[config.mk]
export PLATFORM = sky130hd
export DESIGN_NAME = ext_ram_blk_writer
export DESIGN_NICKNAME = d
export VERILOG_FILES = /design/src/rtl/ext_ram_blk_writer.sv
export SDC_FILE = /design/constraint.sdc
export NUM_CORES = 1
export LEC_CHECK = 0
export ABC_AREA = 0
export BUFFER_PORTS_ARGS = -buffer_cell sky130_fd_sc_hd__buf_4
export CAP_MARGIN = 20
export CORE_MARGIN = 1.5
export CORE_UTILIZATION = 35
export DETAILED_ROUTE_END_ITERATION = 8
export MAX_ROUTING_LAYER = met4
export SLEW_MARGIN = 40
export SYNTH_ARGS = -nofsm -noshare
export SYNTH_HDL_FRONTEND = slang
export SYNTH_SLANG_ARGS = --single-unit
[constraint.sdc]
create_clock -name clk -period 11.8 [get_ports clk]
set_clock_uncertainty 0.05 [all_clocks]
set_input_delay 2.36 -clock clk [delete_from_list [all_inputs] [get_ports clk]]
set_output_delay 2.36 -clock clk [all_outputs]
set_load 0.05 [all_outputs]
[src/rtl/ext_ram_blk_writer.sv]
`default_nettype none
// ============================================================================
//  Module      : ext_ram_blk_writer
//  Description : Write-side initiator for the 32-bit external frame RAM.
//                Queues reconstructed 4x4 Y/U/V blocks, computes planar
//                YUV 4:2:0 byte addresses and issues one word write per row.
//  Revision    : 1.0 - initial release
// ============================================================================
module ext_ram_blk_writer #(
    parameter int FIFO_DEPTH = 2,
    parameter int ADDR_W     = 26
) (
    input  logic              clk,
    input  logic              rst,
    input  logic              start_of_frame,
    input  logic [2:0]        pic_num,
    input  logic [7:0]        pic_width_in_mbs_minus1,
    input  logic [7:0]        pic_height_in_map_units_minus1,
    input  logic              blk_valid,
    output logic              blk_ready,
    input  logic [1:0]        blk_comp,
    input  logic [7:0]        blk_x,
    input  logic [7:0]        blk_y,
    input  logic [127:0]      blk_data,
    output logic              wr,
    output logic [ADDR_W-1:0] wr_addr,
    output logic [31:0]       wr_data,
    output logic              write_to_ram_idle
);

    localparam int PTR_W  = (FIFO_DEPTH > 1) ? $clog2(FIFO_DEPTH) : 1;
    localparam int CNT_W  = $clog2(FIFO_DEPTH) + 1;
    // Address arithmetic never narrower than 26 bits, wider if the port is.
    localparam int CALC_W = (ADDR_W > 26) ? ADDR_W : 26;

    typedef enum logic [2:0] {
        ST_IDLE  = 3'd0,
        ST_SETUP = 3'd1,
        ST_WR0   = 3'd2,
        ST_WR1   = 3'd3,
        ST_WR2   = 3'd4,
        ST_WR3   = 3'd5
    } state_t;

    state_t r_state, r_ret, w_state_next, w_ret_next, w_drain_next;

    logic [7:0]        r_width_m1, r_height_m1;
    logic [2:0]        r_pic_num;
    logic [CALC_W-1:0] r_luma_size, r_frame_base;
    logic [12:0]       r_stride_y, r_stride_c;

    logic [ADDR_W-1:0] r_fifo_addr   [FIFO_DEPTH];
    logic [12:0]       r_fifo_stride [FIFO_DEPTH];
    logic [127:0]      r_fifo_data   [FIFO_DEPTH];
    logic [PTR_W-1:0]  r_wptr, r_rptr;
    logic [CNT_W-1:0]  r_count, w_count_next;
    logic              r_started, r_idle;

    logic              w_full, w_accept, w_push, w_pop, w_writing;
    logic [1:0]        w_row;
    logic [12:0]       w_width_px, w_height_px, w_stride;
    logic [CALC_W-1:0] w_luma, w_frame_size, w_frame_base, w_plane_base, w_row0;

    // Frame geometry derived from the values latched at start_of_frame.
    assign w_width_px   = (13'(r_width_m1)  + 13'd1) << 4;
    assign w_height_px  = (13'(r_height_m1) + 13'd1) << 4;
    assign w_luma       = CALC_W'(w_width_px) * CALC_W'(w_height_px);
    assign w_frame_size = w_luma + (w_luma >> 1);
    assign w_frame_base = w_frame_size * CALC_W'(r_pic_num);

    // Handshake: ready is held off while geometry is being (re)computed.
    assign w_full    = (r_count == CNT_W'(FIFO_DEPTH));
    assign blk_ready = r_started && !w_full && (r_state != ST_SETUP) && !start_of_frame;
    assign w_accept  = blk_valid && blk_ready;
    assign w_push    = w_accept && (blk_comp != 2'd3);
    assign w_pop     = (r_state == ST_WR3);

    // Row-0 address of the offered block from the current frame geometry.
    always_comb begin
        w_stride     = r_stride_c;
        w_plane_base = r_frame_base + r_luma_size + (r_luma_size >> 2);
        case (blk_comp)
            2'd0: begin
                w_stride     = r_stride_y;
                w_plane_base = r_frame_base;
            end
            2'd1: w_plane_base = r_frame_base + r_luma_size;
            default: ;
        endcase
        w_row0 = w_plane_base + CALC_W'({blk_y, 2'b00}) * CALC_W'(w_stride)
               + CALC_W'({blk_x, 2'b00});
    end

    // FIFO occupancy after this cycle's push/pop.
    always_comb begin
        w_count_next = r_count;
        case ({w_push, w_pop})
            2'b10:   w_count_next = r_count + CNT_W'(1);
            2'b01:   w_count_next = r_count - CNT_W'(1);
            default: ;
        endcase
    end

    // Next drain state; a frame start parks the drain for one SETUP cycle.
    always_comb begin
        w_drain_next = r_state;
        w_ret_next   = r_ret;
        case (r_state)
            ST_IDLE:  w_drain_next = (r_count != '0) ? ST_WR0 : ST_IDLE;
            ST_SETUP: w_drain_next = r_ret;
            ST_WR0:   w_drain_next = ST_WR1;
            ST_WR1:   w_drain_next = ST_WR2;
            ST_WR2:   w_drain_next = ST_WR3;
            ST_WR3:   w_drain_next = (w_count_next != '0) ? ST_WR0 : ST_IDLE;
            default:  w_drain_next = ST_IDLE;
        endcase
        if (start_of_frame) begin
            w_state_next = ST_SETUP;
            w_ret_next   = w_drain_next;
        end else begin
            w_state_next = w_drain_next;
        end
    end

    // State, pointers, geometry and status registers.
    always_ff @(posedge clk or posedge rst) begin
        if (rst) begin
            r_state      <= ST_IDLE;
            r_ret        <= ST_IDLE;
            r_wptr       <= '0;
            r_rptr       <= '0;
            r_count      <= '0;
            r_started    <= 1'b0;
            r_idle       <= 1'b1;
            r_width_m1   <= '0;
            r_height_m1  <= '0;
            r_pic_num    <= '0;
            r_luma_size  <= '0;
            r_frame_base <= '0;
            r_stride_y   <= '0;
            r_stride_c   <= '0;
        end else begin
            r_state   <= w_state_next;
            r_ret     <= w_ret_next;
            r_count   <= w_count_next;
            r_started <= 1'b1;
            r_idle    <= (w_count_next == '0) && !w_accept;
            if (w_push) r_wptr <= r_wptr + PTR_W'(1);
            if (w_pop)  r_rptr <= r_rptr + PTR_W'(1);
            if (start_of_frame) begin
                r_width_m1  <= pic_width_in_mbs_minus1;
                r_height_m1 <= pic_height_in_map_units_minus1;
                r_pic_num   <= pic_num;
            end
            if (r_state == ST_SETUP) begin
                r_luma_size  <= w_luma;
                r_frame_base <= w_frame_base;
                r_stride_y   <= w_width_px;
                r_stride_c   <= w_width_px >> 1;
            end
        end
    end

    // Entry storage; contents are only meaningful under the valid count.
    always_ff @(posedge clk) begin
        if (w_push) begin
            r_fifo_addr[r_wptr]   <= w_row0[ADDR_W-1:0];
            r_fifo_stride[r_wptr] <= w_stride;
            r_fifo_data[r_wptr]   <= blk_data;
        end
    end

    // Row index of the write in progress.
    always_comb begin
        w_writing = 1'b1;
        w_row     = 2'd0;
        case (r_state)
            ST_WR0:  w_row = 2'd0;
            ST_WR1:  w_row = 2'd1;
            ST_WR2:  w_row = 2'd2;
            ST_WR3:  w_row = 2'd3;
            default: w_writing = 1'b0;
        endcase
    end

    assign wr                = w_writing;
    assign wr_addr           = w_writing ? (r_fifo_addr[r_rptr]
                               + ADDR_W'(r_fifo_stride[r_rptr]) * ADDR_W'(w_row)) : '0;
    assign wr_data           = w_writing ? r_fifo_data[r_rptr][{w_row, 5'b00000} +: 32] : '0;
    assign write_to_ram_idle = r_idle;

endmodule
`default_nettype wire

### Yosys cells after proc, flatten, opt, wreduce, memory -nomap -nowiden

Memory sizes are Yosys's and may differ from the RTL's.
Cells that the tools add are included.

| word-level totals | value |
|---|---|
| register bits | 84 |
| memory bits (writable) | 334 |
| bits of input ports | 169 |
| output and inout port bits | 61 |
| word-level logic and storage cells | 72 |
| memories | 3 |

Memories:

| name | depth | width | rd ports | clocked after memory_dff | write ports | line | source |
|---|---|---|---|---|---|---|---|
| r_fifo_data | 2 | 128 | 1 | 0 | 1 | 54 | `logic [127:0] r_fifo_data [FIFO_DEPTH];` |
| r_fifo_addr | 2 | 26 | 1 | 0 | 1 | 52 | `logic [ADDR_W-1:0] r_fifo_addr [FIFO_DEPTH];` |
| r_fifo_stride | 2 | 13 | 1 | 0 | 1 | 53 | `logic [12:0] r_fifo_stride [FIFO_DEPTH];` |

| operators by class | value |
|---|---|
| add/sub/neg operators | 12 |
| $mul | 4 |
| equal/unequal tests | 11 |
| shift operators | 1 |
| muxes and demuxes | 13 |
| reduce and logical (&&, ||, !) cells | 15 |

Operator list:

| cell | number |
|---|---|
| $shiftx 128x8->32 | 1 |
| $pmux 26 s2 | 1 |
| $mux 32 | 1 |
| $add 26x10->26 | 1 |
| $add 26x15->26 | 1 |
| $add 26x23->26 | 1 |
| $add 26x24->26 | 1 |
| $add 26x25->26 | 1 |
| $add 26x26->26 | 1 |
| $mul 26x3->26 | 1 |
| $mux 26 | 1 |
| $mul 8x13->21 | 1 |
| $add 8x1->9 const B | 2 |
| $mul 9x9->18 | 1 |
| $pmux 3 s6 | 1 |
| $mul 13x2->15 | 1 |
| $mux 13 | 1 |
| $eq 3x2->1 const B | 2 |
| $eq 3x3->1 const B | 2 |
| $logic_and 1x1->1 | 6 |
| $pmux 2 s3 | 1 |
| $eq 2x1->1 const B | 2 |
| $eq 2x2->1 const B | 2 |
| $logic_not 2->1 | 2 |
| other kinds (14) | 21 |

### Logic depth before layout (Yosys ltp)

| depth | value |
|---|---|
| depth after elaboration | 13 |
| gate-level depth with buffers | 37 |
| depth with buffers taken out | 37 |

### Least setup slack after synthesis

OpenSTA, ideal clock, no wires.

| timing path | value |
|---|---|
| path kind | in2reg |
| from | in start_of_frame |
| to | mem r_fifo_addr[0][10], enable pin |
| setup time | 686 ps |
| data arrival time | 10511 ps |
| required time | 11064 ps |
| setup slack | 553 ps |
| stages on the path | 7 |
| buffers on the path | 1 |
| cell sequence | clkbuf_1 -> inv_1 -> o211ai_1 -> nor2_1 -> nand2_1 -> a21o_1 -> nor2_1 |

| between the ends | value |
|---|---|
| word-level cells in the longest chain between the ends | 6 |

RTL lines:

| item | line | source |
|---|---|---|
| from (decl) | 15 | `input logic start_of_frame,` |
| $logic_not 1->1 | 73 | `assign blk_ready = r_started && !w_full && (r_state != ST_SETUP) && !start_of_frame;` |
| $logic_and 1x1->1 | 73 |  |
| via blk_ready | 20 | `output logic blk_ready,` |
| $logic_and 1x1->1 | 74 | `assign w_accept = blk_valid && blk_ready;` |
| $logic_and 1x1->1 | 75 | `assign w_push = w_accept && (blk_comp != 2'd3);` |
| $mux 1 | 166 | `if (w_push) begin` |
| $mux 1 (not written as such) | 167 | `r_fifo_addr[r_wptr] <= w_row0[ADDR_W-1:0];` |
| to (decl) | 52 |  |

The timed path passes the listed nets, and every way through them passes these cells.

### Worst setup path after layout

| timing path | value |
|---|---|
| from | reg r_width_m1[0] |
| to | reg r_frame_base[25] |

| between the ends | value |
|---|---|
| word-level cells in the longest chain between the ends | 4 |

RTL lines:

| item | line | source |
|---|---|---|
| from (decl) | 47 | `logic [7:0] r_width_m1, r_height_m1;` |
| from (signal assigned) | 151 | `r_width_m1 <= pic_width_in_mbs_minus1;` |
| $add 8x1->9 | 65 | `assign w_width_px = (13'(r_width_m1) + 13'd1) << 4;` |
| $mul 9x9->18 | 67 | `assign w_luma = CALC_W'(w_width_px) * CALC_W'(w_height_px);` |
| via w_luma[19] | 62 | `logic [CALC_W-1:0] w_luma, w_frame_size, w_frame_base, w_plane_base, w_row0;` |
| $add 26x25->26 | 68 | `assign w_frame_size = w_luma + (w_luma >> 1);` |
| $mul 26x3->26 | 69 | `assign w_frame_base = w_frame_size * CALC_W'(r_pic_num);` |
| to (signal assigned) | 157 | `r_frame_base <= w_frame_base;` |
| to (decl) | 49 | `logic [CALC_W-1:0] r_luma_size, r_frame_base;` |

The timed path passes the listed nets, and every way through them passes these cells.
A chain may end at the register's enable or synchronous reset.

==> Flow_metrics.wiki <==
{| class="wikitable"
! Metric !! Value
|-
| I/O pins || 230
|-
| Max Cap Viol || 0
|-
| H-tree depth || 2
|-
| CTS tree || yes
|-
| Share of synthesized registers carrying an async set or reset || 19.20%
|-
| Filler cell count || 6942
|-
| Setup_tns || 0 ps
|-
| CP peak stage delay || 660 ps
|-
| Number of cells in the finished layout apart from fillers || 3493
|-
| Share of the core filled with cells || 41.42%
|-
| FMAX || 107.6 MHz
|-
| Number of placement rows || 100
|-
| Final slew viol count || 0
|-
| Class of the tightest hold or removal check || register to register
|-
| Post-detailed-route via-to-cell ratio || 5.075
|-
| Total met3 wirelength after detailed routing || 3450 um
|-
| Number of setup violations in the final report || 0
|-
| Type of the worst setup path || register to register
|-
| Met2 WL post-DR || 29430 um
|-
| Die span in y || 277.8 um
|-
| Required time worst endpoint || 12270 ps
|-
| Commonest non-fill, non-tap cell in the layout || edfxtp_1
|-
| Overflow after GRT || 0
|-
| Fraction of final layout cells with drive strength greater than 1 || 18.92%
|-
| Core footprint || 74570 um2
|-
| Metal1 wirelength || 28530 um
|-
| Drt drc || 0
|-
| Placed Cells || 3401
|-
| Status || complete, no violations
|-
| Synth top area cells || edfxtp_1, fa_1, ha_1
|-
| Number of gates given a new drive strength after cts || 0
|-
| Peak fanout along the critical path || 14
|-
| Startpoint class of the critical path || register
|-
| Final design instance area without fill || 30890 um2
|-
| Later-pin clock latency in the skew report || 590 ps
|-
| Number of post-CTS setup repair buffers || 0
|-
| Actual transition at the worst max-transition pin || 877.8 ps
|-
| Total wirelength of the detailed-routed design || 62430 um
|-
| Shortest clock period the worst path allows after layout || 9291 ps
|-
| Antenna-violating nets left || 0
|-
| EDFF count, synth || 324
|-
| Total Die Area || 77190 um2
|-
| Share of the clock period used by the worst path || 78.74%
|-
| Net count, final || 2976
|-
| CP Data Arrival Time || 9760 ps
|-
| Main flop type after synthesis || edfxtp_1
|-
| Global-route wire length before repair || 100400 um
|-
| Top layer in use || met4
|-
| Pin count of the biggest net entering global routing || 75
|-
| Post-synthesis to final-layout area growth || 16.83%
|-
| Number of buffers created by CTS || 48
|-
| Final-report hold violation count || 0
|-
| Sequential fraction of the synthesis area || 44.10%
|-
| Average routed wire per standard cell || 17.87 um
|-
| Number of standard cells after synthesis || 2261
|-
| Flip-flop and latch count after synthesis || 401
|-
| Violation count after the first detailed-route iteration || 1106
|-
| Synthesized area per cell || 11.69 um2
|-
| Element type at the critical path end || register
|-
| Die Wd || 277.8 um
|-
| Most numerous cell on the critical path || fa_1
|-
| Quantity of I/O buffers inserted on ports || 227
|-
| Detailed Routing Iterations Pass 1 || 7
|-
| Clk sinks || 401
|-
| Area share of the leading cell type in the synthesized netlist || 36.80%
|-
| Setup repair after global routing missed its margin || no
|-
| Relative slew slack || 41.28%
|-
| Maximum number of buffers from clock root to sink || 3
|-
| Cell with the largest stage delay on the worst path || dfrtp_1
|-
| Library cell used as clock root buffer || clkbuf_16
|-
| Unique masters post-synth || 78
|-
| Placed cell areas || 29280 um2
|-
| GRT Total Usage || 16.67%
|-
| Clock-pin transition on the worst setup and hold timing paths || 60 ps
|-
| Detailed Place HPWL || 46620 um
|-
| Yosys warnings || 0
|-
| Area leader, netlist || edfxtp_1
|-
| Commonest non-fill, non-tap cells in the layout || edfxtp_1, nand2_1, buf_4, inv_1, ha_1
|-
| Antenna violations before repair || 2
|-
| Vias in the first global route || 18490
|-
| Number of hold buffers added after cts || 0
|-
| Total standard cell area after synthesis || 26440 um2
|-
| Total vias in the final route || 17730
|-
| GP Congestion || 0.8779
|-
| Starting Density || 35.45%
|}
-- worst paths after layout --
| kind | start | to | slack (ps) | cells after the start |
|---|---|---|---|---|
| worst min register to register | r_frame_base[11] | r_frame_base[11] | 470 | 2 |
| worst max register to register | r_width_m1[0] | r_frame_base[25] | 2510 | 33 |
| max in group asynchronous | rst | r_width_m1[4] | 8870 | 3 |
| worst min-delay path | r_frame_base[11] | r_frame_base[11] | 470 | 2 |
| worst max-delay path | r_width_m1[0] | r_frame_base[25] | 2510 | 33 |
| min in group asynchronous | rst | r_luma_size[19] | 1740 | 2 |
-- per-stage QoR --
step                      hold slack [ps]  setup WS [ps]
after floorplan                     411.0          553.4
after CTS                           472.9           2585
after detailed placement            461.1           2093
after global placement              438.6           2226
after global routing                499.9           1818
final                               471.5           2509
-- per-layer routing --
metal,global-route usage [%],vias up
met5,-,-
met4,3.517,0
met3,2.779,74
met2,26.75,425
met1,22.22,8772
li1,-,8455
-- logic make-up (layout without fill, tap and decap cells) --
group | Yosys count | after routing | synth area share [%]
fa+ha+maj | 325 | 325 | 19.16
mux | 139 | 139 | 8.500
other cells | 2 | 6 | 0.02841
flops | 401 | 401 | 44.10
buf+inv | 303 | 562 | 4.383
compound gates | 356 | 356 | 9.007
xor+xnor | 127 | 127 | 4.260
simple gates | 608 | 608 | 10.57
-- synth_stat cells (35+ instances only) --
master / n
edfxtp_1: 324
nand2_1: 245
inv_1: 227
ha_1: 192
nor2_1: 145
fa_1: 133
a21oi_1: 89
xnor2_1: 81
dfrtp_1: 76
o21ai_0: 66
mux4_2: 64
clkbuf_1: 55
xor2_1: 45
mux2_2: 44
and2_1: 38
a21o_1: 35
-- sequential cells by signal (all words and copies together) (netlist names) --
| signal | flops |
|---|---|
| r_fifo_data | 256 |
| r_fifo_addr | 48 |
| r_fifo_stride | 20 |
| r_frame_base | 19 |
| r_luma_size | 18 |
| r_stride_c | 9 |
| r_height_m1 | 8 |
| r_width_m1 | 8 |
| r_pic_num | 3 |
| r_ret | 3 |
| r_state | 3 |
| r_count | 2 |
| r_rptr | 1 |
| r_started | 1 |
| r_wptr | 1 |
| write_to_ram_idle | 1 |
-- critical path: cells and delay by family (launching register included) --
kind | cells | cell delay (ps)
AND/OR/NAND/NOR | 9 | 2100
AO/OA/AOI/OAI | 7 | 1480
adder cells (fa/ha/maj) | 9 | 3900
buffers and inverters | 4 | 180
XOR/XNOR | 4 | 880
flip-flops | 1 | 660
-- cell type report --
type	count	area, um2	share of cell area (%)
Multi-Input combinational cell	1558	13730	44.45
Sequential cell	401	11660	37.75
Timing Repair Buffer	245	1866	6.040
Clock buffer	59	1274	4.124
Tap cell	969	1212	3.925
Inverter	228	857.1	2.775
Clock inverter	30	280.3	0.9074
Antenna cell	3	7.507	0.02431
Power is not shown: default switching activity piles up to over one toggle a cycle in this logic, so the estimate is an artifact.
